$ cat config.mk
export PLATFORM = sky130hd
export DESIGN_NAME = cla_shared_add_ctrl
export DESIGN_NICKNAME = d
export VERILOG_FILES = /design/src/rtl/cla_shared_add_ctrl.sv
export SDC_FILE = /design/constraint.sdc
export NUM_CORES = 1
export LEC_CHECK = 0
export CORE_UTILIZATION = 48
export CTS_BUF_LIST = sky130_fd_sc_hd__clkbuf_8
export CTS_CLUSTER_SIZE = 20
export DETAILED_ROUTE_END_ITERATION = 7
export PLACE_DENSITY = 0.75
export SLEW_MARGIN = 20
export SYNTH_ARGS = -nofsm -noshare
export SYNTH_HDL_FRONTEND = slang
export SYNTH_HIERARCHICAL = 1
export SYNTH_SLANG_ARGS = --single-unit
export TNS_END_PERCENT = 20
$ cat constraint.sdc
create_clock -name clk -period 3.9 [get_ports clk]
set_input_delay 0.78 -clock clk [delete_from_list [all_inputs] [get_ports clk]]
set_output_delay 0.78 -clock clk [all_outputs]
set_load 0.01 [all_outputs]
$ cat src/rtl/cla_shared_add_ctrl.sv
// ---------------------------------------------------------------------------
// cla_shared_add_ctrl
//
// Shares one 4-bit augmented carry-lookahead slice between two requesters to
// perform W-bit additions (W = 4*NIBBLES), one nibble per clock, LSB first.
// A round-robin arbiter picks a requester and latches its operands. The slice
// then steps through the nibbles with a registered inter-nibble carry. The
// result is sum, carry-out, group propagate/generate and signed overflow,
// qualified by a one-cycle done pulse.
//
// Ports (CLA_4_bit_augmented):
//   a_i, b_i       4-bit operand nibbles
//   cin_i          carry into the nibble
//   sum_o          nibble sum
//   cout_o         carry out of the nibble
//   p_o, g_o       nibble group propagate / generate
//
// Ports (cla_shared_add_ctrl):
//   clk            clock, rising edge
//   rst            synchronous active-high reset
//   req0_i/req1_i  request levels, held until the matching done pulse
//   a0_i,b0_i      requester 0 operands;  cin0_i carry-in
//   a1_i,b1_i      requester 1 operands;  cin1_i carry-in
//   busy_o         high from grant until the end of the done cycle
//   grantId_o      requester currently or last served
//   done_o         one-cycle pulse, result valid
//   doneId_o       requester the result belongs to
//   sum_o          W-bit sum
//   cout_o         carry out of the MSB nibble
//   p_o, g_o       group propagate / generate over all W bits
//   ovf_o          two's-complement overflow
// ---------------------------------------------------------------------------

// Purely combinational 4-bit lookahead slice with group P/G outputs.
module CLA_4_bit_augmented (
    input  logic [3:0] a_i,
    input  logic [3:0] b_i,
    input  logic       cin_i,
    output logic [3:0] sum_o,
    output logic       cout_o,
    output logic       p_o,
    output logic       g_o
);

    logic [3:0] prop;
    logic [3:0] gen;
    logic [3:0] carry;

    // Every internal carry is expanded directly from the nibble's generate and
    // propagate terms, so no carry has to ripple through the bits below it.
    always_comb begin
        prop     = a_i ^ b_i;
        gen      = a_i & b_i;
        carry[0] = cin_i;
        carry[1] = gen[0] | (prop[0] & cin_i);
        carry[2] = gen[1] | (prop[1] & gen[0]) | (prop[1] & prop[0] & cin_i);
        carry[3] = gen[2] | (prop[2] & gen[1]) | (prop[2] & prop[1] & gen[0])
                 | (prop[2] & prop[1] & prop[0] & cin_i);
        p_o      = &prop;
        g_o      = gen[3] | (prop[3] & gen[2]) | (prop[3] & prop[2] & gen[1])
                 | (prop[3] & prop[2] & prop[1] & gen[0]);
        cout_o   = g_o | (p_o & cin_i);
        sum_o    = prop ^ carry;
    end

endmodule

module cla_shared_add_ctrl #(
    parameter  int NIBBLES = 4,
    localparam int W       = 4 * NIBBLES
) (
    input  logic         clk,
    input  logic         rst,
    input  logic         req0_i,
    input  logic         req1_i,
    input  logic [W-1:0] a0_i,
    input  logic [W-1:0] b0_i,
    input  logic         cin0_i,
    input  logic [W-1:0] a1_i,
    input  logic [W-1:0] b1_i,
    input  logic         cin1_i,
    output logic         busy_o,
    output logic         grantId_o,
    output logic         done_o,
    output logic         doneId_o,
    output logic [W-1:0] sum_o,
    output logic         cout_o,
    output logic         p_o,
    output logic         g_o,
    output logic         ovf_o
);

    localparam int IDXW = (NIBBLES > 1) ? $clog2(NIBBLES) : 1;
    localparam logic [IDXW-1:0] LAST_IDX = IDXW'(NIBBLES - 1);

    typedef enum logic [1:0] {
        IDLE,
        RUN,
        DONE
    } state_t;

    state_t          state_q;
    logic [IDXW-1:0] idx_q;
    logic [W-1:0]    aReg_q;
    logic [W-1:0]    bReg_q;
    logic [W-1:0]    sumReg_q;
    logic            carry_q;
    logic            pAcc_q;
    logic            gAcc_q;
    logic            lastGnt_q;

    logic            busy_q;
    logic            grantId_q;
    logic            done_q;
    logic            doneId_q;
    logic [W-1:0]    sum_q;
    logic            cout_q;
    logic            p_q;
    logic            g_q;
    logic            ovf_q;

    logic [3:0]      sliceA;
    logic [3:0]      sliceB;
    logic [3:0]      sliceSum;
    logic            sliceCout;
    logic            sliceP;
    logic            sliceG;

    logic [W-1:0]    sumNext_d;
    logic            pAcc_d;
    logic            gAcc_d;
    logic            ovf_d;
    logic            winner_d;

    // The current nibble of each latched operand feeds the shared slice. The
    // carry comes from the previous nibble's registered carry-out.
    assign sliceA = aReg_q[{idx_q, 2'b00} +: 4];
    assign sliceB = bReg_q[{idx_q, 2'b00} +: 4];

    CLA_4_bit_augmented uSlice (
        .a_i    (sliceA),
        .b_i    (sliceB),
        .cin_i  (carry_q),
        .sum_o  (sliceSum),
        .cout_o (sliceCout),
        .p_o    (sliceP),
        .g_o    (sliceG)
    );

    // This block computes the next accumulated word state after the current
    // nibble. Group P/G combine like a lookahead tree folded over time: the
    // new nibble is the more significant one, so its generate dominates.
    // Overflow is computed from the final word when the last nibble lands.
    // On a tie, the arbiter grants the requester that was not served last.
    always_comb begin
        sumNext_d = sumReg_q;
        sumNext_d[{idx_q, 2'b00} +: 4] = sliceSum;
        pAcc_d   = pAcc_q & sliceP;
        gAcc_d   = sliceG | (sliceP & gAcc_q);
        ovf_d    = (aReg_q[W-1] == bReg_q[W-1]) && (sumNext_d[W-1] != aReg_q[W-1]);
        winner_d = (req0_i && req1_i) ? ~lastGnt_q : req1_i;
    end

    // Controller FSM with registered outputs. Reset also clears the visible
    // results, so an operation that is aborted leaves nothing stale behind.
    // No done pulse occurs for that operation.
    always_ff @(posedge clk) begin
        if (rst) begin
            state_q   <= IDLE;
            idx_q     <= '0;
            aReg_q    <= '0;
            bReg_q    <= '0;
            sumReg_q  <= '0;
            carry_q   <= 1'b0;
            pAcc_q    <= 1'b0;
            gAcc_q    <= 1'b0;
            lastGnt_q <= 1'b1;
            busy_q    <= 1'b0;
            grantId_q <= 1'b0;
            done_q    <= 1'b0;
            doneId_q  <= 1'b0;
            sum_q     <= '0;
            cout_q    <= 1'b0;
            p_q       <= 1'b0;
            g_q       <= 1'b0;
            ovf_q     <= 1'b0;
        end else begin
            case (state_q)
                IDLE: begin
                    if (req0_i || req1_i) begin
                        aReg_q    <= winner_d ? a1_i : a0_i;
                        bReg_q    <= winner_d ? b1_i : b0_i;
                        carry_q   <= winner_d ? cin1_i : cin0_i;
                        idx_q     <= '0;
                        pAcc_q    <= 1'b1;
                        gAcc_q    <= 1'b0;
                        grantId_q <= winner_d;
                        lastGnt_q <= winner_d;
                        busy_q    <= 1'b1;
                        state_q   <= RUN;
                    end
                end
                RUN: begin
                    sumReg_q <= sumNext_d;
                    carry_q  <= sliceCout;
                    pAcc_q   <= pAcc_d;
                    gAcc_q   <= gAcc_d;
                    idx_q    <= idx_q + IDXW'(1);
                    if (idx_q == LAST_IDX) begin
                        sum_q    <= sumNext_d;
                        cout_q   <= sliceCout;
                        p_q      <= pAcc_d;
                        g_q      <= gAcc_d;
                        ovf_q    <= ovf_d;
                        done_q   <= 1'b1;
                        doneId_q <= grantId_q;
                        idx_q    <= '0;
                        state_q  <= DONE;
                    end
                end
                DONE: begin
                    done_q  <= 1'b0;
                    busy_q  <= 1'b0;
                    state_q <= IDLE;
                end
                default: begin
                    state_q <= IDLE;
                end
            endcase
        end
    end

    assign busy_o    = busy_q;
    assign grantId_o = grantId_q;
    assign done_o    = done_q;
    assign doneId_o  = doneId_q;
    assign sum_o     = sum_q;
    assign cout_o    = cout_q;
    assign p_o       = p_q;
    assign g_o       = g_q;
    assign ovf_o     = ovf_q;

endmodule
* Word-level counts from Yosys, hierarchy flattened
Cells that the tools add are included.
** Cells by class
- $add $sub $neg :: 2
- Equal/unequal tests :: 7
- Shift operators :: 4
- Multiplexer cells :: 20
- Bitwise gates (word level) :: 32
- Reduce and logical (&&, ||, !) cells :: 14
** Operators by type and width (count)
- two-way mux 16 bit :: 2
- variable part select 16 x 5 -> 4 bit :: 2
- AND 1 bit :: 17
- bitwise mux 16 bit :: 1
- variable shift 4 x 6 -> 16 bit, first input constant :: 1
- variable part select 4 x 6 -> 16 bit :: 1
- AND reduction 2 bit :: 6
- OR 1 bit :: 11
- one-hot mux 1 bit (2 select lines) :: 5
- two-way mux 2 bit :: 4
- one-hot mux 2 bit (2 select lines) :: 2
- bitwise XOR 4 bit :: 2
- two-way mux 1 bit :: 6
- negator 4 -> 6 bit :: 1
- nonzero test 2 bit :: 3
- AND 4 bit :: 1
- == test 2 bit, second input constant :: 2
- inequality test 2 bit, second input constant :: 2
- AND reduction 4 bit :: 1
- adder 2 x 1 -> 2 bit, second input constant :: 1
- == test 2 x 1 -> 1 bit, second input constant :: 1
- logical AND 1 bit :: 2
- zero test 2 bit :: 1
- == test 1 bit :: 1
- other kinds (3) :: 3
** Storage, ports and cells
- Register bits :: 80
- Input bits :: 70
- Output and inout bits :: 24
- Logic and storage cells :: 97

* Depth between registers and ports, before layout
- Word-level depth :: 11
- Gate-level depth with buffers :: 9
- Gate-level depth less buffers :: 8

* Modules after synthesis
The synthesis kept the hierarchy.
** By module, submodules not included
- cla_shared_add_ctrl :: times used 1, cells an instance 395, area an instance 3799.9 µm², sequential area each 1601.5 µm²
- CLA_4_bit_augmented :: times used 1, cells an instance 22, area an instance 193.9 µm², sequential area each 0.0 µm²

* Worst setup path before layout
OpenSTA, ideal clock, no wires.
- Path type :: reg2reg
- Start :: register idx_q[0]
- End :: register ovf_q, in the netlist ovf_o
- Library setup time :: 130 ps
- Arrival time :: 2695 ps
- Data required time :: 3770 ps
- Path slack :: 1076 ps
- Cell stages (with the launch flop) :: 10
- Path buffers :: 1
- Period minus slack after synthesis :: 2824 ps
- Cells stage by stage :: dfxtp_1 > buf_2 > mux4_2 > ha_1 > a41oi_2 > o21ai_2 > xor2_1 > and4bb_2 > mux2i_1 > o211ai_1
** On the way
- Longest elaborated chain between the ends :: 11
- Elaborated cells on any way between the ends :: 28
- Classes of those cells :: add/sub: 1; eq/ne: 2; shift: 4; mux: 1; bitwise: 18; reduce/logical: 2
** RTL lines
- start, declared :: line 103 : logic [IDXW-1:0] idx_q;
- start signal, assigned :: line 208 : idx_q <= idx_q + IDXW'(1);
- variable part select 16 x 5 -> 4 bit (*) :: line 137 : assign sliceA = aReg_q[{idx_q, 2'b00} +: 4];
- named net sliceA[1] :: line 122 : logic [3:0] sliceA;
- AND 4 bit / bitwise XOR 4 bit (equally long branches) :: line 53, 52
- AND 1 bit, on equally long branches :: line 57, 58
- OR 1 bit, or another cell as far along :: line 57 : carry[3] = gen[2] | (prop[2] & gen[1]) | (prop[2] & prop[1] & gen[0])
- OR 1 bit / AND 1 bit (equally long branches) :: line 57, 58
- OR 1 bit (*) :: line 58 : | (prop[2] & prop[1] & prop[0] & cin_i);
- bitwise XOR 4 bit (*) :: line 63 : sum_o = prop ^ carry;
- named net sliceSum[3] :: line 124 : logic [3:0] sliceSum;
- variable part select 4 x 6 -> 16 bit (*) :: line 157 : sumNext_d[{idx_q, 2'b00} +: 4] = sliceSum;
- bitwise mux 16 bit (*) :: line 157
- inequality test 1 bit (*) :: line 160 : ovf_d = (aReg_q[W-1] == bReg_q[W-1]) && (sumNext_d[W-1] != aReg_q[W-1]);
- logical AND 1 bit (*) :: line 160
- end signal, assigned :: line 214 : ovf_q <= ovf_d;
- end, declared :: line 120 : logic ovf_q;
Mark *: on every way through the listed nets, which the timed path passes. The rest lies on a longest branch.
A chain may end at the register's enable or synchronous reset.

* Worst setup path after layout
Ends and elaborated chain as after synthesis.

==> qor.csv <==
metric,value,unit
hold_buf cts,0,
R2R Path End,ovf_o,
clk_lat worst skew,0.35,ns
CTS H-tree lvls,3,
post-synthesis sequential area ratio,40.1,%
CP Cell Sequence,mux4_2 > ha_1 > a41oi_2 > o21ai_2 > xor2_1 > and4bb_2 > mux2i_1 > o211ai_1,
post-CTS setup buffers,0,
Tot Pwr,1.92,mW
ANT cells,0,
port bufs,93,
"Max stage delay cell, worst path",dfxtp_1,
Core ar.,7890,um^2
CP top delay family,flip-flops,
area growth from synthesis to layout,27.0,%
TritonCTS clock tree,built,
DRT iter0 DRCs,106,
total clock buffers created by CTS,9,
synth unique cells,48,
largest cells by area after synthesis,"dfxtp_1, a21oi_1, mux2i_1",
Initial DRT Pass Iterations,4,
largest net degree at the start of global routing,50,
Die Span X,93.2,um
Leak,1.84,nW
gr usage total,22.3,%
Avg Vias per Cell,5.65,
crit path capture type,register,
Tightest Pin Transition,1.05,ns
most common cell in the netlist,dfxtp_1,
std cell rows,32,
CP bufs+invs,0,
Final setup viols,0,
"Net count, final",572,
Routed Antenna Nets,0,
GRT overflow,0,
R2R setup slack,0.60,ns
post-synth top area share,40.1,%
final WL,8.98,mm
CP required,4.13,ns
cells after synthesis,417,
Post-synth top flop,dfxtp_1,
leading post-synthesis cells by instance count,"dfxtp_1, a21oi_1, mux2i_1, o21ai_0, a211oi_1",
Slew Limit Fails,0,
Critical Path Fanout Max,18,
Post-Syn Area,3990,um^2
Max Fclk,0.303,GHz
Worst Reg2Reg Path Length in Cells,8,
GP Congestion,0.822,
die area,8690,um^2
Final Cycle Share,84.5,%
Hold Path End,p_o,
Power Density,378,nW/um^2
die height,93.2,um
HP Start,p_o,
Max Cap Violations,0,
Post-synth EDFFs,0,
Avg WL per Cell,15.0,um
number of synthesized register bits,80,
Reg-to-Reg Start,idx_q[0],
Final Skew,0.0116,ns
RSZ-0062 raised after global routing,no,
post-detail-place hpwl,6.38,mm
PostCTS Resize Cnt,0,
status,finished clean,
WHS Path Cells,2,
"area leader, netlist",dfxtp_1,
CP peak stage delay,0.86,ns
met2 usage,36.0,%
CTS Sinks,80,
Initial Utilization,50.6,%
Avg Inst Size Synth,9.58,um^2
met1 usage,28.9,%
Crit Path Class,register to register,
CP arrival,3.53,ns
layer with the highest usage,met2,
root buffer cell,clkbuf_8,
CP startpoint kind,register,
"CTS clk-pin slew, worst paths",0.09,ns
DR vias,3377,
number of global-route vias before repair,3227,
setup TNS,0,ns
clk buf depth,2,
post-layout min period,3.30,ns
Synthesis Warnings,6,
Slew HR,30.0,%
Synth async-reset ratio,0,%
Final Hold Vio Count,0,
IO Pins,94,
met3 Usage GRT,6.34,%
drc violations,0,
type of the worst min-delay path,register to register,
global-route wire length before repair,15.3,mm
initial antenna violation count,0,
share of cells above drive strength 1,9.88,%
Max VDD drop,0.000156,V
Post-Syn Nets,498,
-- placed cells by master, fill, tap and decap left out, types with 6 or more instances in the layout --
cell             instances
dfxtp_1                 80
nand2_1                 12
nand3_1                 11
clkbuf_8                12
mux2i_1                 35
ha_1                    10
a21oi_1                 74
a211oi_1                27
clkdlybuf4s50_1         92
inv_1                   12
nor2b_1                 13
a31oi_1                  7
mux4_2                   8
nand2b_1                 6
a211oi_2                 6
buf_4                    6
o21ai_0                 33
-- per-layer routing --
layer | share of wire, % | vias to the layer above
li1 | - | 1699
met3 | 5.7 | 14
met1 | 46 | 1554
met4 | 1.5 | 0
met5 | 0 | -
met2 | 47 | 110
-- per-stage QoR --
| step | utilization (%) | std cells | setup WS, ns | hold WS (ns) | area (um^2) |
|---|---|---|---|---|---|
| after CTS | 64.3 | 598 | 0.604 | 0.457 | 5070 |
| after global routing | 64.3 | 598 | 0.381 | 0.475 | 5070 |
| after global placement | 61.8 | 582 | 0.765 | 0.440 | 4880 |
| after floorplan | - | 417 | 1.08 | 0.444 | 3990 |
| after detailed placement | 61.8 | 582 | 0.617 | 0.446 | 4880 |
| final | 64.3 | 598 | 0.604 | 0.453 | 5070 |
-- sequential cells by signal, indices dropped and copies added, names as in the netlist, 2 cells and up --
| name | flops |
|---|---|
| sum_o | 16 |
| idx_q | 2 |
| sumReg_q | 16 |
| state_q | 2 |
| bReg_q | 16 |
| aReg_q | 16 |
-- worst min-delay path, delay by kind of cell, from the launching register on --
kind            cells  cell delay (ns)
compound gates      1             0.05
flops               1             0.31
simple gates        1             0.05
-- where the power goes --
part	leakage (nW)	switching, mW	total [mW]	internal [mW]
registers	0.657	0.0430	0.916	0.873
clock network	0.0906	0.299	0.581	0.282
logic	1.09	0.215	0.418	0.203
total	1.84	0.557	1.92	1.36
-- cell families (layout without fill, tap and decap cells) --
family	count (synthesis)	after routing	synth area share [%]
muxes	43	43	13.3
xor gates and xnor gates	3	3	0.658
DFF	80	80	40.1
and+or+nand+nor	61	61	8.99
adders and majority gates	11	11	3.63
buffers and inverters	49	128	6.77
AOI/OAI and AO/OA	170	170	26.6
-- final cells by class --
type / count / area, um^2
clock buffers: 12 / 165
flip-flops and latches: 80 / 1600
repair buffers: 99 / 971
multi-input cells: 288 / 2130
well taps: 102 / 128
fillers: 641 / 2820
clock inverters: 4 / 27.5
inverters: 13 / 48.8
-- worst max path at each step --
stage | depth (start not counted) | endpoint | startpoint | slack (ns)
2_1_floorplan | 9 | ovf_o | idx_q[0] | 1.08
3_3_place_gp | 8 | ovf_o | idx_q[0] | 0.76
3_5_place_dp | 8 | ovf_o | idx_q[0] | 0.62
4_1_cts | 8 | ovf_o | idx_q[0] | 0.60
5_1_grt | 8 | ovf_o | idx_q[0] | 0.38
6_report | 8 | ovf_o | idx_q[0] | 0.60
(Power assumes the default switching activity.)
